<file path="src/rtl/item_select_ctrl.sv">
`default_nettype none
// ============================================================================
//  Module      : item_select_ctrl
//  Description : Vending item selector. Picks the lowest-index selected item
//                that is still in stock, reports its price and runs a req/ack
//                vend handshake. Keeps one stock counter per item.
//  Revision    : 1.0 - initial release
// ============================================================================
module item_select_ctrl #(
    parameter int                          N_ITEMS     = 4,
    parameter int                          PRICE_W     = 4,
    parameter logic [N_ITEMS*PRICE_W-1:0]  ITEM_PRICES = 16'h1324,
    parameter int                          STOCK_W     = 4,
    parameter int                          STOCK_INIT  = 5,
    localparam int                         IDX_W       = ($clog2(N_ITEMS) > 1) ? $clog2(N_ITEMS) : 1
) (
    input  logic                clk_i,
    input  logic                rst_i,
    input  logic [N_ITEMS-1:0]  sel_i,
    input  logic                confirm_i,
    input  logic                vend_ack_i,
    input  logic                restock_i,
    output logic [IDX_W-1:0]    item_idx_o,
    output logic [PRICE_W-1:0]  item_price_o,
    output logic                price_valid_o,
    output logic                vend_req_o,
    output logic                vend_done_o,
    output logic [N_ITEMS-1:0]  sold_out_o
);

    localparam logic [STOCK_W-1:0] C_STOCK_INIT = STOCK_W'(STOCK_INIT);
    localparam logic [STOCK_W-1:0] C_STOCK_ONE  = STOCK_W'(1);

    typedef enum logic [1:0] {
        ST_IDLE     = 2'd0,
        ST_SELECTED = 2'd1,
        ST_VENDING  = 2'd2,
        ST_RELEASE  = 2'd3
    } state_t;

    state_t               state_q, state_d;
    logic [IDX_W-1:0]     idx_q, idx_d;
    logic [PRICE_W-1:0]   price_q, price_d;
    logic                 pv_q, pv_d;
    logic                 req_q, req_d;
    logic                 done_q, done_d;
    logic [STOCK_W-1:0]   stock_q [N_ITEMS];
    logic [STOCK_W-1:0]   stock_d [N_ITEMS];
    logic [N_ITEMS-1:0]   sold_out_q, sold_out_d;

    logic [N_ITEMS-1:0]   w_ereq;
    logic                 w_any;
    logic [IDX_W-1:0]     w_win;
    logic [PRICE_W-1:0]   w_win_price;
    logic                 w_dec;
    logic [PRICE_W-1:0]   w_price_tbl [N_ITEMS];

    // Unpack the flat price parameter into a per-item table.
    generate
        for (genvar gi = 0; gi < N_ITEMS; gi++) begin : g_price
            assign w_price_tbl[gi] = ITEM_PRICES[gi*PRICE_W +: PRICE_W];
        end
    endgenerate

    // Mask sold-out items and find the lowest-index remaining request.
    always_comb begin
        w_ereq = sel_i & ~sold_out_q;
        w_any  = |w_ereq;
        w_win  = '0;
        for (int i = N_ITEMS - 1; i >= 0; i--) begin
            if (w_ereq[i]) begin
                w_win = IDX_W'(i);
            end
        end
        w_win_price = w_price_tbl[w_win];
    end

    // Next-state and registered-output values of the selection/vend FSM.
    always_comb begin
        state_d = state_q;
        idx_d   = idx_q;
        price_d = price_q;
        pv_d    = pv_q;
        req_d   = req_q;
        done_d  = 1'b0;
        w_dec   = 1'b0;
        case (state_q)
            ST_IDLE: begin
                if (w_any) begin
                    idx_d   = w_win;
                    price_d = w_win_price;
                    pv_d    = 1'b1;
                    state_d = ST_SELECTED;
                end
            end
            ST_SELECTED: begin
                // A cancel outranks a coincident confirm; a confirm vends the
                // item already latched even if the winner moved this cycle.
                if (!w_any) begin
                    pv_d    = 1'b0;
                    state_d = ST_IDLE;
                end else if (confirm_i) begin
                    req_d   = 1'b1;
                    state_d = ST_VENDING;
                end else if (w_win != idx_q) begin
                    idx_d   = w_win;
                    price_d = w_win_price;
                end
            end
            ST_VENDING: begin
                if (vend_ack_i) begin
                    req_d   = 1'b0;
                    done_d  = 1'b1;
                    pv_d    = 1'b0;
                    w_dec   = 1'b1;
                    state_d = ST_RELEASE;
                end
            end
            ST_RELEASE: begin
                // Raw switches must all open before a new selection is taken.
                if (sel_i == '0) begin
                    state_d = ST_IDLE;
                end
            end
            default: begin
                state_d = ST_IDLE;
            end
        endcase
    end

    // Stock update: saturating decrement on a completed vend, restock overrides.
    always_comb begin
        for (int i = 0; i < N_ITEMS; i++) begin
            stock_d[i] = stock_q[i];
            if (w_dec && (IDX_W'(i) == idx_q) && (stock_q[i] != '0)) begin
                stock_d[i] = stock_q[i] - C_STOCK_ONE;
            end
            if (restock_i) begin
                stock_d[i] = C_STOCK_INIT;
            end
            sold_out_d[i] = (stock_d[i] == '0);
        end
    end

    // FSM and output registers.
    always_ff @(posedge clk_i or posedge rst_i) begin
        if (rst_i) begin
            state_q <= ST_IDLE;
            idx_q   <= '0;
            price_q <= '0;
            pv_q    <= 1'b0;
            req_q   <= 1'b0;
            done_q  <= 1'b0;
        end else begin
            state_q <= state_d;
            idx_q   <= idx_d;
            price_q <= price_d;
            pv_q    <= pv_d;
            req_q   <= req_d;
            done_q  <= done_d;
        end
    end

    // Stock counters and the registered sold-out mask.
    always_ff @(posedge clk_i or posedge rst_i) begin
        if (rst_i) begin
            for (int i = 0; i < N_ITEMS; i++) begin
                stock_q[i] <= C_STOCK_INIT;
            end
            sold_out_q <= {N_ITEMS{C_STOCK_INIT == '0}};
        end else begin
            for (int i = 0; i < N_ITEMS; i++) begin
                stock_q[i] <= stock_d[i];
            end
            sold_out_q <= sold_out_d;
        end
    end

    assign item_idx_o    = idx_q;
    assign item_price_o  = price_q;
    assign price_valid_o = pv_q;
    assign vend_req_o    = req_q;
    assign vend_done_o   = done_q;
    assign sold_out_o    = sold_out_q;

endmodule
`default_nettype wire

</file>
<file path="config.mk">
export PLATFORM = sky130hd
export DESIGN_NAME = item_select_ctrl
export DESIGN_NICKNAME = d
export VERILOG_FILES = /design/src/rtl/item_select_ctrl.sv
export SDC_FILE = /design/constraint.sdc
export NUM_CORES = 1
export LEC_CHECK = 0
export ABC_CLOCK_PERIOD_IN_PS = 2200
export CORE_MARGIN = 4
export CORE_UTILIZATION = 30
export CTS_CLUSTER_DIAMETER = 60
export DETAILED_ROUTE_END_ITERATION = 10
export GPL_TIMING_DRIVEN = 0
export PLACE_DENSITY = 0.56
export SKIP_CTS_REPAIR_TIMING = 1
export SLEW_MARGIN = 20
export SYNTH_ARGS = -nofsm -noshare
export SYNTH_HDL_FRONTEND = slang
export SYNTH_SLANG_ARGS = --single-unit
</file>
<file path="constraint.sdc">
create_clock -name clk_i -period 2.2 [get_ports clk_i]
set_input_delay 0.44 -clock clk_i [delete_from_list [all_inputs] [get_ports clk_i]]
set_output_delay 0.44 -clock clk_i [all_outputs]
set_load 0.02 [all_outputs]
</file>
==> summary.md <==
• 0.16 ns — r2r setup slk
• 1650 um — metal1 wirelength
• 97.0% — period utilisation layout
• 59.1% — tightest slew margin relative to the limit
• dfrtp_1 — most instantiated library cell after synthesis
• dfrtp_1 — most instantiated flip-flop cell in the synthesis netlist
• 3510 um — final routed wirelength across all metal layers
• 29 — number of register bits inferred by synthesis
• 29 — clock net sink count
• 30 — maximum number of pins on one net before global-route repair
• 0 — setup violation total in the final timing report
• -0.295 ns — Post-Place Worst Slack
• 5610 um2 — area inside the core boundary
• 0 — reported max-cap violation count
• 1200 — number of global-route vias before repair
• 0 — antenna viol nets, final
• sold_out_o[2] — R2R Path End
• 1780 um2 — area of the mapped netlist
• dfrtp_1 30%, dfstp_2 12%, ha_1 6.3% — Area contributors post-synth
• 0.612 ns — transition at the pin with the smallest max-transition slack
• 84.9 um — Die Wd
• 27 — total number of placement rows
• 5830 um — global-route wire length before repair
• 4.74 — Via-to-Cell Ratio
• 2170 um2 — final standard cell area without fillers
• 0.07 ns — post-CTS clock slew at the launch and capture registers of the worst setup and hold paths
• yes — CTS tree
• 41.4% — sequential fraction of the synthesis area
• 7210 um2 — Total Die Area
• 4 — first-pass iteration count of the detailed router
• 2 — maximum root-to-sink buffer count
• 12.8 um — wire length per cell
• met4 — highest metal used
• 5 — clock buffers created by TritonCTS
• state_q[0] — source of the worst register-to-register timing path
• 2 — H-Tree Depth
• 0 — antenna violations before repair
• register to register — min-delay worst type
• 33 — initial DRC count
• 2.13 ns — minimum clock period after layout
• 1.93 mW — Final Total Pwr
• 0 — total inserted antenna cells
• false — RSZ-0062 raised after global routing
• 1298 — via count
• 3 — peak fanout along the critical path
• 219 — nets
• 100% — async set or reset register ratio after synthesis
• 0 — Remaining Overflow, GRT
• 0 — Final Slew Violations
• clkdlybuf4s50_1 -> nand2b_1 -> a211oi_2 -> mux2_4 -> o31a_1 -> mux2_1 — chain of cells forming the critical path
• clkdlybuf4s50_1 — Critical-path top delay cell
• 10.3% — combined global-route utilization of all metal layers
• 0 — warning count from the yosys run
• 0 — number of enable-type register cells in the synthesized netlist
• dfrtp_1 — most area-hungry cell type in the Yosys netlist
• 173 — gate count after technology mapping
• 2.37 ns — Worst EP required
• clkbuf_8 — Root Buffer Master
• 0.28 ns — later-pin clock latency in the skew report
• primary input to register — critical setup path kind
• 47 — count of cell types in the netlist
• 191 — Net Count, Synth
• 0.48 ns — stage delay of the slowest cell on the critical path
• 22.5% — area growth from synthesis to final layout
• 490 uV — VDD IR max
• 2060 um2 — cell area after placement
• 2570 um — detailed placement HPWL
• 19 — PortBufs
• item_price_o[1] — Worst Hold Endpoint
• 1 — Min-Delay Path Depth
• 0.0656 ns — final setup slack of the worst path
• 590 — final-layout fill cell count
• 22 — top-level I/O count
• 0.749 — routability congestion estimate
• 84.9 um — y dimension of the die
• 2.30 ns — data arrival time at the worst-slack endpoint
• 7 — cell count of the worst reg-to-reg path
• 31.7% — initial standard-cell utilization of the core
• 0.484 ns — worst hold margin
• 10.3 um2 — average size of a mapped cell
• 17.3% — layout cell share with drive strength beyond 1
• completed — result of the run
• 29.6% — fraction of post-synthesis cell area in the top cell type by area
• 0.907 nW — P_leak
• 192 um — routed wl met3
• 887 nW/um2 — power density cells
• 469 MHz — maximum achievable frequency
• 1620 um — sum of met2 wire segment lengths after detailed routing
• 21 x dfrtp_1, 18 x inv_1, 14 x nor2_1 — Post-synth top cells
• 0 — Hold Fails Final Rpt
• 0.00622 ns — setup skew after layout
• 0 — total DRC errors in the routed layout
• register — kind of capture point of the worst setup path
• item_price_o[1] — hold wc startpoint
• primary input — Critical Path Source Type
[worst max-delay path by stage]
stage	from	endpoint	slack, ns	cells past startpoint
finish	sel_i[2]	item_price_o[2]	0.07	6
global placement	vend_ack_i	sold_out_o[2]	-0.31	6
global route	state_q[0]	sold_out_o[2]	0.03	7
floorplan	state_q[0]	sold_out_o[2]	0.22	7
detailed placement	vend_ack_i	sold_out_o[2]	-0.30	6
CTS	state_q[0]	sold_out_o[2]	-0.07	7
[routing by layer]
layer / GRT usage, % / vias up
met5: 0 / -
met4: 3.45 / 0
li1: - / 655
met1: 12.8 / 612
met2: 15.8 / 27
met3: 4.76 / 4
[sequential cells by signal (all words and copies together), names as in the netlist, named ones only]
name / cells
price_valid_o: 1
state_q: 1
vend_done_o: 1
item_idx_o: 1
item_price_o: 3
stock_q: 16
sold_out_o: 4
vend_req_o: 1
[kinds of logic after synthesis]
group / share of synthesized area [%]
other: 0.211
and+or+nand+nor: 21.8
muxes: 7.40
AOI/OAI and AO/OA: 13.5
DFF: 41.4
buffers and inverters: 5.28
adders and majority gates: 6.34
xor gates and xnor gates: 3.95
[placed cells by master, fill, tap and decap left out, types with 4 or more instances in the layout]
cell type	synthesis	layout
mux2_1	4	4
inv_1	18	17
mux2i_1	6	6
a31oi_1	6	6
clkbuf_8	0	6
dfrtp_1	21	21
a211o_1	4	4
xnor2_1	7	7
nand2_1	11	10
nor2_1	14	14
nand2b_1	11	11
clkdlybuf4s50_1	0	19
clkbuf_1	2	4
buf_4	2	4
dfstp_2	8	8
nor3_1	7	7
ha_1	9	9
[final cells by class]
class	instances	area, um2	share of cell area, %
Timing Repair Buffer	21	205	9.44
Sequential cell	29	736	33.8
Clock buffer	8	90.1	4.14
Buffer	4	22.5	1.04
Inverter	19	71.3	3.28
Multi-Input combinational cell	121	960	44.1
Tap cell	72	90.1	4.14
[through the flow]
stage | std cells | setup TNS [ns] | utilization (%)
2_1_floorplan | 173 | 0 | -
3_3_place_gp | 264 | -1.16 | 36.7
3_5_place_dp | 264 | -1.11 | 36.7
4_1_cts | 272 | -0.0671 | 38.3
5_1_grt | 274 | 0 | 38.8
6_report | 274 | 0 | 38.8
[power by group]
| group | switching [mW] | internal [mW] |
|---|---|---|
| Combinational | 0.387 | 0.363 |
| Clock | 0.200 | 0.255 |
| Sequential | 0.100 | 0.624 |
[critical path: cells and delay by family]
family / cells / cell delay, ns
AOI/OAI and AO/OA: 2 / 0.64
buffers and inverters: 1 / 0.48
muxes: 2 / 0.63
and+or+nand+nor: 1 / 0.11
Power figures use the tool's default switching activity.
